`src/rtl/out_uart_tx.sv`:
```
// Byte FIFO plus 8N1 UART transmitter behind the core's single-cycle character strobe.
// Bytes arriving while the FIFO is full are dropped and latched into a sticky overflow flag.
module out_uart_tx #(
  parameter int CLKS_PER_BIT = 16,
  parameter int FIFO_DEPTH   = 16
) (
  input  logic                          clock,
  input  logic                          reset,
  input  logic                          out_en,
  input  logic [7:0]                    out_data,
  output logic                          tx,
  output logic                          busy,
  output logic                          overflow,
  output logic [$clog2(FIFO_DEPTH):0]   fifo_level
);
  localparam int AW = $clog2(FIFO_DEPTH);
  localparam int CW = $clog2(CLKS_PER_BIT);

  typedef enum logic [1:0] {IDLE, START, DATA, STOP} state_t;

  state_t        state;
  logic [AW:0]   wptr, rptr;
  logic [7:0]    mem [FIFO_DEPTH];
  logic [7:0]    shift;
  logic [2:0]    bit_idx;
  logic [CW-1:0] baud;
  logic          full, not_empty, baud_end, push, pop;

  // Pointers carry one extra wrap bit, so the difference is the exact occupancy.
  assign fifo_level = wptr - rptr;
  assign full       = (fifo_level == (AW+1)'(FIFO_DEPTH));
  assign not_empty  = (fifo_level != '0);
  assign baud_end   = (baud == CW'(CLKS_PER_BIT - 1));
  assign push       = out_en && !full;
  assign pop        = not_empty && ((state == IDLE) || (state == STOP && baud_end));
  assign busy       = (state != IDLE) || not_empty;

  always_ff @(posedge clock) begin
    if (push) mem[wptr[AW-1:0]] <= out_data;
  end

  always_ff @(posedge clock or posedge reset) begin
    if (reset) begin
      wptr     <= '0;
      rptr     <= '0;
      overflow <= 1'b0;
    end else begin
      if (push) wptr <= wptr + 1'b1;
      if (pop)  rptr <= rptr + 1'b1;
      if (out_en && full) overflow <= 1'b1;
    end
  end

  always_ff @(posedge clock or posedge reset) begin
    if (reset) begin
      state   <= IDLE;
      tx      <= 1'b1;
      shift   <= '0;
      bit_idx <= '0;
      baud    <= '0;
    end else begin
      case (state)
        IDLE: begin
          tx   <= 1'b1;
          baud <= '0;
          if (pop) begin
            shift <= mem[rptr[AW-1:0]];
            state <= START;
            tx    <= 1'b0;
          end
        end
        START: begin
          if (baud_end) begin
            baud    <= '0;
            bit_idx <= '0;
            state   <= DATA;
            tx      <= shift[0];
          end else begin
            baud <= baud + 1'b1;
          end
        end
        DATA: begin
          if (baud_end) begin
            baud  <= '0;
            shift <= shift >> 1;
            if (bit_idx == 3'd7) begin
              state <= STOP;
              tx    <= 1'b1;
            end else begin
              bit_idx <= bit_idx + 3'd1;
              tx      <= shift[1];
            end
          end else begin
            baud <= baud + 1'b1;
          end
        end
        STOP: begin
          if (baud_end) begin
            baud <= '0;
            // Chain straight into the next start bit so bursts leave no idle gap.
            if (pop) begin
              shift <= mem[rptr[AW-1:0]];
              state <= START;
              tx    <= 1'b0;
            end else begin
              state <= IDLE;
              tx    <= 1'b1;
            end
          end else begin
            baud <= baud + 1'b1;
          end
        end
        default: begin
          state <= IDLE;
          tx    <= 1'b1;
        end
      endcase
    end
  end
endmodule

```
`config.mk`:
```
export PLATFORM = sky130hd
export DESIGN_NAME = out_uart_tx
export DESIGN_NICKNAME = d
export VERILOG_FILES = /design/src/rtl/out_uart_tx.sv
export SDC_FILE = /design/constraint.sdc
export NUM_CORES = 1
export LEC_CHECK = 0
export ABC_AREA = 1
export CORE_ASPECT_RATIO = 0.7
export CORE_UTILIZATION = 45
export CTS_CLUSTER_SIZE = 30
export DETAILED_ROUTE_END_ITERATION = 6
export DONT_BUFFER_PORTS = 1
export SYNTH_ARGS = -nofsm -noshare
export SYNTH_HDL_FRONTEND = slang
export SYNTH_SLANG_ARGS = --single-unit
```
`constraint.sdc`:
```
create_clock -name clock -period 5 [get_ports clock]
set_input_delay 1 -clock clock [delete_from_list [all_inputs] [get_ports clock]]
set_output_delay 1 -clock clock [all_outputs]
set_load 0.01 [all_outputs]
```
==> flow_metrics.py, run 1 <==
metrics = {
    "grt": {
        "use_met3_pct": 5.23,
        "grtUsageMet1_pct": 32.5,
        "antenna_found_initial": 0,
        "grt_util_met2_pct": 32.7,
        "grt_max_degree": 68,
        "gr-total-overflow": 0,
        "grt_use_total_pct": 22.3,
        "grt_first_pass_wirelength_um": 26600,
        "first_global_vias": 4831,
        "busiest_layer": "met2",
    },
    "setup_path": {
        "path_delay_family": "flip-flops",
        "crit_slowest_cell": "dfrtp_1",
        "path_class": "reg2out",
        "arrival_ps": 2570,
        "cpPeakStageDelay_ps": 590,
        "r2r-start": "rptr[1]",
        "r2r_cells": 9,
        "required_ps": 4000,
        "cp_cell_sequence": "buf_4 > fa_1 > xnor2_1 > nor2_4 > nand4_1",
        "rrSetupSlack_ps": 1650,
        "rr_endpoint": "mem[0][3]",
        "path_max_fanout": 20,
        "start_kind": "flop",
        "path_buf_inv": 1,
        "cp.depth": 5,
        "end_kind": "primary output",
    },
    "synth": {
        "yosys.area.top_type_share_pct": 53.5,
        "synth-seq-cells": 157,
        "synth_cells": 713,
        "synth_edf_count": 128,
        "synth_nets": 742,
        "synthTopCellsByCount": "nand2_1 (218), edfxtp_1 (128), nor2_1 (92)",
        "synth_most_common_cell": "nand2_1",
        "avgSynthCellArea_um2": 10.1,
        "ys_async_sr_fraction_pct": 18.5,
        "synth_top_cell_by_area": "edfxtp_1",
        "ys.flop_type": "edfxtp_1",
        "seq_area_frac_synth_pct": 63.6,
        "yosys_warnings": 0,
        "ys_types": 34,
        "syn-cell-area_mm2": 0.00719,
        "synth.area.top_cells": "edfxtp_1 (53%), nand2_1 (11%), dfrtp_1 (9.8%)",
    },
    "route": {
        "ant_nets": 0,
        "wl_per_cell_um": 18.6,
        "via_per_inst": 5.33,
        "drt_iter0_drc": 428,
        "drt_first_pass_iters": 5,
        "wl_um": 17200,
        "num_vias": 4927,
        "drc": 0,
    },
    "sta": {
        "setup_viol": 0,
        "finalCritPeriodShare_pct": 71.5,
        "tightest_slew_ps": 1070,
        "rsz0062_at_grt": "false",
        "hold_viol": 0,
        "drv_slew": 0,
        "period_needed_ps": 3570,
        "skew_ps": 9.30,
        "whs_ps": 460,
        "finalSetupTns_ps": 0,
        "fmax_mhz": 280,
        "relSlewSlack_pct": 28.8,
    },
    "run_status": {
        "status": "completed",
    },
    "clock_tree": {
        "clockBufferDepth": 2,
        "post_cts_buffers": 0,
        "clk_pin_slew_worst_paths_ps": 60,
        "worst_skew_pair.late_latency_ps": 420,
        "cts.sinks": 157,
        "cts_tree": "yes",
        "hold_buffers": 0,
        "htreeDepth": 4,
        "cts-resized-gates": 0,
        "root_buffer": "clkbuf_16",
        "cts_buffers": 17,
    },
    "finish": {
        "drive_gt1_share_pct": 7.86,
        "n_antenna_cell": 0,
        "fin_area_mm2": 0.00788,
        "layout.nets": 741,
        "area_growth_pct": 9.72,
        "fin_cells": 925,
    },
    "placement": {
        "io_buffers": 0,
        "gp_congestion": 0.930,
        "dp_hpwl_um": 11300,
        "place_inst": 893,
        "dpl_cell_area_mm2": 0.00732,
    },
    "worst_hold_path": {
        "hold_end": "baud[0]",
        "min_path_cells": 1,
        "holdCritPathClass": "reg2reg",
        "min-delay-start": "baud[0]",
    },
    "floorplan": {
        "rows": 38,
        "io_pins": 19,
        "core_area_mm2": 0.0155,
        "start_util_pct": 46.2,
        "die_x_um": 153,
        "fp.dieArea_mm2": 0.0165,
        "dieHeight_um": 108,
    },
    "pwr": {
        "power.leakage_nw": 3.18,
        "peakVddDrop_mv": 0.239,
        "pwr_density_cell_mw_per_mm2": 422,
    },
    "job": {
        "maxCapViolations": 0,
    },
}
-- worst max-delay path by stage --
stage	slack, ps	start	to
global placement	1810	rptr[1]	mem[9][3]
CTS	1440	rptr[1]	busy
finish	1430	rptr[1]	busy
detailed placement	1690	rptr[1]	mem[4][0]
floorplan	2250	wptr[0]	busy
global route	1300	rptr[1]	busy
-- worst register-to-register path, cell delays in order, from the launching register on --
cell     delay (ps)
dfrtp_1         590
buf_4           330
fa_1            470
xnor2_1         440
nor2_4           90
nand3_2         120
nand2_2         110
inv_4           130
nand2_2         150
nor2_1          570
-- per-layer routing --
layer / vias up / routed length, um
met3: 28 / 1460
met5: - / 0
met1: 2380 / 8090
met4: 0 / 292
li1: 2328 / -
met2: 191 / 7350
-- logic make-up (layout without fill, tap and decap cells) --
logic type	count (synthesis)	count (layout)	share of synthesized area, %
AND/OR/NAND/NOR	379	379	22.0
XOR/XNOR	8	8	0.975
flip-flops	157	157	63.6
buffers and inverters	90	102	5.48
AO/OA/AOI/OAI	61	61	4.68
adder cells (fa/ha/maj)	18	18	3.24
-- cell usage in the layout (no fill, tap or decap), types with 2 or more instances in the layout --
master,count
inv_6,4
nand2_1,218
clkinvlp_4,3
clkbuf_16,17
nor2_4,2
clkinv_4,2
inv_1,61
nand2_4,4
a21oi_1,5
clkinv_1,4
o21ai_0,37
o21ai_1,14
ha_1,17
inv_2,3
nor2_1,92
inv_8,2
edfxtp_1,128
buf_4,3
nand2_2,7
xor2_1,7
dfrtp_1,27
nand3_2,2
nand3_1,50
-- power by group --
group / internal, W / switching [W]
clock: 0.000695 / 0.000547
combinational: 0.000136 / 0.000353
sequential: 0.00154 / 0.0000525
total: 0.00237 / 0.000952
-- layout make-up --
| cell class | count | area, um^2 |
|---|---|---|
| fillers | 1342 | 7660 |
| flip-flops and latches | 157 | 4570 |
| multi-input cells | 466 | 2220 |
| clock buffers | 18 | 429 |
| inverters | 67 | 254 |
| well taps | 200 | 250 |
| clock inverters | 14 | 135 |
| repair buffers | 3 | 22.5 |
-- per-stage QoR --
| stage | worst slack (ps) | total power, W | utilization [%] |
|---|---|---|---|
| floorplan | 2250 | 0.00197 | - |
| global placement | 1810 | 0.00209 | 47.1 |
| detailed placement | 1690 | 0.00210 | 47.1 |
| CTS | 1440 | 0.00333 | 50.7 |
| global route | 1300 | 0.00344 | 50.7 |
| finish | 1430 | 0.00333 | 50.7 |
-- state kept, by name (all words and copies together), names as in the netlist --
name	flops
baud	4
bit_idx	3
mem	128
overflow	1
rptr	5
shift	8
state	2
tx	1
wptr	5
No activity file was read; power rests on OpenSTA's default activity.
==> run 2: changes to the inputs <==
clock period = 3.59 ns   (was 5 ns; I/O delays follow)
==> run 2 against run 1 <==
Net effect:
- core utilization up 0.21 points
- non-clock buffer count up 3
- count of clock-buffer cells in the layout up 4
- clock power up 40%
- first-iteration DRC count up 33%
- clock skew about the same
- critical path depth up 1
- register-to-register slack worse by 1200 ps
- critical endpoint unchanged
==> flow_metrics.py, run 2 (synthesized netlist as in run 1, its figures left out) <==
metrics = {
    "setup_path": {
        "path_delay_family": "adder cells",
        "path_max_fanout": 4,
        "path_class": "reg2out",
        "cp-startpoint": "wptr[0]",
        "cp_cell_sequence": "inv_1 > ha_1 > fa_1 > xnor2_1 > nor2_4 > nand4_1",
        "crit_slowest_cell": "xnor2_1",
        "path_buf_inv": 1,
        "end_kind": "primary output",
        "arrival_ps": 2380,
        "r2r-start": "wptr[0]",
        "required_ps": 2870,
        "cpPeakStageDelay_ps": 450,
        "start_kind": "flop",
    },
    "finish": {
        "fin_area_mm2": 0.00792,
        "area_growth_pct": 10.2,
        "final_cell_mix": "nand2_1 (218), edfxtp_1 (128), nor2_1 (92)",
        "final_common_cell": "nand2_1",
        "n_antenna_cell": 0,
        "largest_reg_flops": 128,
        "drive_gt1_share_pct": 8.52,
        "layout.nets": 744,
    },
    "placement": {
        "io_buffers": 0,
        "dp_hpwl_um": 11100,
        "dp_slack_ps": 495,
        "dpl_cell_area_mm2": 0.00734,
        "gp_congestion": 0.886,
    },
    "grt": {
        "grt_max_degree": 68,
        "grt_use_total_pct": 21.8,
        "first_global_vias": 4769,
        "grt_first_pass_wirelength_um": 26200,
        "antenna_found_initial": 1,
        "gr-total-overflow": 0,
    },
    "route": {
        "drc": 0,
        "wl_per_cell_um": 18.2,
        "via_per_inst": 5.32,
        "drt_iter0_drc": 569,
        "ant_nets": 0,
        "wl_um": 16900,
        "drt_first_pass_iters": 5,
        "num_vias": 4938,
    },
    "floorplan": {
        "core_area_mm2": 0.0155,
        "start_util_pct": 46.2,
        "fp.dieArea_mm2": 0.0165,
        "die_x_um": 153,
        "rows": 38,
        "dieHeight_um": 108,
        "io_pins": 19,
    },
    "pwr": {
        "power.leakage_nw": 3.21,
        "combPwrFrac_pct": 14.3,
        "intPower_w": 0.00333,
        "switching_share_pct": 27.7,
        "p_seq_share_pct": 48.2,
        "p_sw_w": 0.00128,
        "power.total_w": 0.00460,
        "p_clk_share_pct": 37.5,
        "pwr_density_cell_mw_per_mm2": 581,
        "peakVddDrop_mv": 0.350,
    },
    "clock_tree": {
        "root_buffer": "clkbuf_16",
        "cts-resized-gates": 0,
        "clockBufferDepth": 2,
        "cts_tree": "yes",
        "htreeDepth": 4,
        "cts.sinks": 157,
        "cts_buffers": 17,
        "clk_pin_slew_worst_paths_ps": 60,
        "hold_buffers": 0,
        "worst_skew_pair.late_latency_ps": 420,
        "post_cts_buffers": 0,
    },
    "sta": {
        "period_needed_ps": 3100,
        "rsz0062_at_grt": "false",
        "finalCritPeriodShare_pct": 86.4,
        "tightest_slew_ps": 921,
        "relSlewSlack_pct": 38.5,
        "fmax_mhz": 323,
        "whs_ps": 266,
        "setup_viol": 0,
        "skew_ps": 9.03,
        "finalSetupTns_ps": 0,
        "fin_ws_ps": 489,
        "hold_viol": 0,
        "drv_slew": 0,
    },
    "worst_hold_path": {
        "holdCritPathClass": "in2async",
    },
    "run_status": {
        "status": "completed",
    },
    "job": {
        "maxCapViolations": 0,
    },
}
run 2: changes by cell type in the layout (fill, tap and decap cells not counted), sizes merged:
| cell | previous run | this run |
|---|---|---|
| clkinv | 6 | 7 |
| clkbuf | 18 | 22 |
| inv | 71 | 68 |
| clkinvlp | 3 | 2 |
| bufinv | 1 | 0 |
| buf | 3 | 6 |
run 2: through the flow:
| stage | utilization [%] | instances |
|---|---|---|
| final | 50.9 | 928 |
| after global routing | 50.9 | 928 |
| after CTS | 50.9 | 928 |
| after detailed placement | 47.2 | 896 |
| after global placement | 47.2 | 896 |
| after floorplan | - | 713 |
run 2: power groups by stage:
stage	sequential, W	clock (W)	combinational [W]
2_1_floorplan	0.00223	0	0.000510
3_3_place_gp	0.00225	0	0.000652
3_5_place_dp	0.00226	0	0.000653
4_1_cts	0.00222	0.00174	0.000659
5_1_grt	0.00223	0.00181	0.000740
6_report	0.00222	0.00173	0.000660
run 2: path summary, 6_finish.rpt:
check                              to  slack, ps  cells after the start
setup / recovery                 busy        490                      6
hold / removal               overflow        270                      2
setup reg to reg           mem[14][1]        490                     10
hold reg to reg               baud[0]        460                      1
max in group asynchronous          tx       3000                      2
min in group clock          mem[6][3]        390                      0
run 2: cell type report:
type | count | area, um^2
clock buffer | 22 | 495
clock inverter | 10 | 78.8
fill | 1377 | 7630
inverter | 67 | 254
multi-input combinational | 466 | 2220
sequential | 157 | 4570
tap | 200 | 250
timing repair buffer | 6 | 45.0
run 2: per-layer routing:
layer	vias up	part of all wire (%)	GRT usage, %	wire length, um
met5	-	0	0	0
met4	0	1.4	6.28	244
met3	23	6.9	4.99	1160
met2	174	44	32.1	7390
met1	2402	48	32.0	8060
li1	2339	-	-	-
==> run 3: changes to the inputs <==
==> constraint.sdc (replaced) <==
create_clock -name clock -period 3.59 [get_ports clock]
set_input_delay 0.1795 -clock clock [delete_from_list [all_inputs] [get_ports clock]]
set_output_delay 0.1795 -clock clock [all_outputs]
set_load 0.01 [all_outputs]
==> run 3 against run 2 <==
Net effect:
- clock power increased by 3%
- critical path type is now reg2reg
- global-route usage increased by 0.42 points
- non-clock buffer count up 9
- worst setup slack got worse by 80 ps
- via count shrank 2.5%
- wire length about the same
- maximum frequency shrank 2.5%
- cell count increased by 0.97%
- sequential share of layout area down 0.71 points
- combinational power rose by 7.1%
- total power is 2.3% higher
- register-to-register slack lost 80 ps
==> flow_metrics.py, run 3 (synthesized netlist as in run 1, its figures left out) <==
metrics = {
    "pwr": {
        "p_clk_share_pct": 37.9,
        "pwr_density_cell_mw_per_mm2": 588,
        "switching_share_pct": 27.2,
        "power.leakage_nw": 3.25,
        "p_sw_w": 0.00128,
        "peakVddDrop_mv": 0.387,
        "p_seq_share_pct": 47.1,
        "combPwrFrac_pct": 15.0,
        "intPower_w": 0.00343,
    },
    "clock_tree": {
        "htreeDepth": 4,
        "hold_buffers": 10,
        "cts-resized-gates": 0,
        "post_cts_buffers": 0,
        "clk_pin_slew_worst_paths_ps": 60,
        "clockBufferDepth": 2,
        "cts.sinks": 157,
        "root_buffer": "clkbuf_16",
        "cts_buffers": 17,
        "cts_tree": "yes",
        "worst_skew_pair.late_latency_ps": 420,
    },
    "sta": {
        "fmax_mhz": 314,
        "fin_ws_ps": 409,
        "rsz0062_at_grt": "false",
        "whs_ps": 9.25,
        "drv_slew": 0,
        "period_needed_ps": 3180,
        "setup_viol": 0,
        "tightest_slew_ps": 980,
        "finalSetupTns_ps": 0,
        "finalCritPeriodShare_pct": 88.6,
        "relSlewSlack_pct": 34.7,
        "skew_ps": 5.44,
        "hold_viol": 0,
    },
    "setup_path": {
        "end_kind": "flop",
        "path_class": "reg2reg",
        "arrival_ps": 3230,
        "path_max_fanout": 9,
        "start_kind": "flop",
        "required_ps": 3640,
    },
    "finish": {
        "n_antenna_cell": 0,
        "layout.nets": 753,
        "area_growth_pct": 11.5,
        "drive_gt1_share_pct": 8.01,
        "fillers": 1361,
        "final_common_cell": "nand2_1",
        "largest_reg_flops": 128,
        "final_cell_mix": "nand2_1 (218), edfxtp_1 (128), nor2_1 (92)",
        "seq_area_mm2": 0.00457,
        "multiInputGateArea_mm2": 0.00222,
        "fin_cells": 937,
    },
    "grt": {
        "grt_max_degree": 67,
        "gr-total-overflow": 0,
        "first_global_vias": 4711,
        "antenna_found_initial": 0,
        "grt_first_pass_wirelength_um": 26300,
        "grt_use_total_pct": 22.2,
    },
    "route": {
        "drt_iter0_drc": 463,
        "wl_per_cell_um": 18.0,
        "drc": 0,
        "drt_first_pass_iters": 5,
        "wl_um": 16900,
        "num_vias": 4816,
        "ant_nets": 0,
        "via_per_inst": 5.14,
    },
    "placement": {
        "dp_hpwl_um": 11200,
        "dp_slack_ps": 452,
        "gp_congestion": 0.928,
        "io_buffers": 0,
        "place_inst": 895,
    },
    "worst_hold_path": {
        "holdCritPathClass": "in2reg",
    },
    "floorplan": {
        "dieHeight_um": 108,
        "rows": 38,
        "fp.dieArea_mm2": 0.0165,
        "core_area_mm2": 0.0155,
        "start_util_pct": 46.2,
        "die_x_um": 153,
        "io_pins": 19,
    },
    "job": {
        "maxCapViolations": 0,
    },
    "run_status": {
        "status": "completed",
    },
}
run 3: changes by cell type in the layout (fill, tap and decap cells not counted):
| cell | previous run | this run |
|---|---|---|
| bufinv_16 | 0 | 3 |
| clkinv_2 | 1 | 6 |
| clkbuf_1 | 1 | 2 |
| dlygate4sd3_1 | 0 | 10 |
| inv_6 | 2 | 1 |
| clkbuf_16 | 18 | 17 |
| clkinv_4 | 4 | 0 |
| clkinv_1 | 2 | 3 |
| buf_4 | 6 | 5 |
| clkbuf_8 | 3 | 0 |
| inv_4 | 2 | 1 |
run 3: final cells by class:
| type | instances | area share, % |
|---|---|---|
| clock buffers | 19 | 5.40 |
| clock inverters | 13 | 1.84 |
| inverters | 67 | 3.17 |
| multi-input cells | 466 | 27.7 |
| flip-flops and latches | 157 | 57.0 |
| well taps | 200 | 3.12 |
| repair buffers | 15 | 1.72 |
run 3: worst max-delay path, cell delays in order (launching register included):
cell	delay, ps
dfrtp_1	410
inv_1	120
ha_1	250
fa_1	430
xnor2_1	450
nor2_4	80
nand3_2	110
nand2_2	110
inv_4	140
nand2_2	100
nor2_1	620
run 3: power by group through the flow:
stage | clock network, W | logic, W | registers, W
6_report | 0.00179 | 0.000707 | 0.00222
2_1_floorplan | 0 | 0.000510 | 0.00223
3_3_place_gp | 0 | 0.000660 | 0.00225
4_1_cts | 0.00180 | 0.000714 | 0.00222
3_5_place_dp | 0 | 0.000671 | 0.00225
5_1_grt | 0.00187 | 0.000787 | 0.00223
run 3: stage by stage:
step           power (W)  util, %  instance area [um^2]
3_3_place_gp     0.00291     47.2                  7330
4_1_cts          0.00473     51.6                  8020
5_1_grt          0.00489     51.6                  8020
6_report         0.00471     51.6                  8020
3_5_place_dp     0.00292     47.2                  7330
2_1_floorplan    0.00274        -                  7190
run 3: per-layer routing:
layer	up-vias	global-route usage (%)	routed length [um]
met4	0	5.92	146
met2	146	34.1	7540
li1	2355	-	-
met5	-	0	0
met1	2302	31.6	8020
met3	13	5.31	1150
run 3: worst paths after layout:
kind	startpoint	endpoint	slack (ps)	cells after the start
min in group asynchronous	reset	overflow	280	3
worst max-delay path	wptr[0]	mem[11][0]	410	10
worst min register to register	baud[0]	baud[0]	470	1
worst max register to register	wptr[0]	mem[11][0]	410	10
max in group asynchronous	reset	tx	2990	3
worst min-delay path	out_en	wptr[0]	9	2
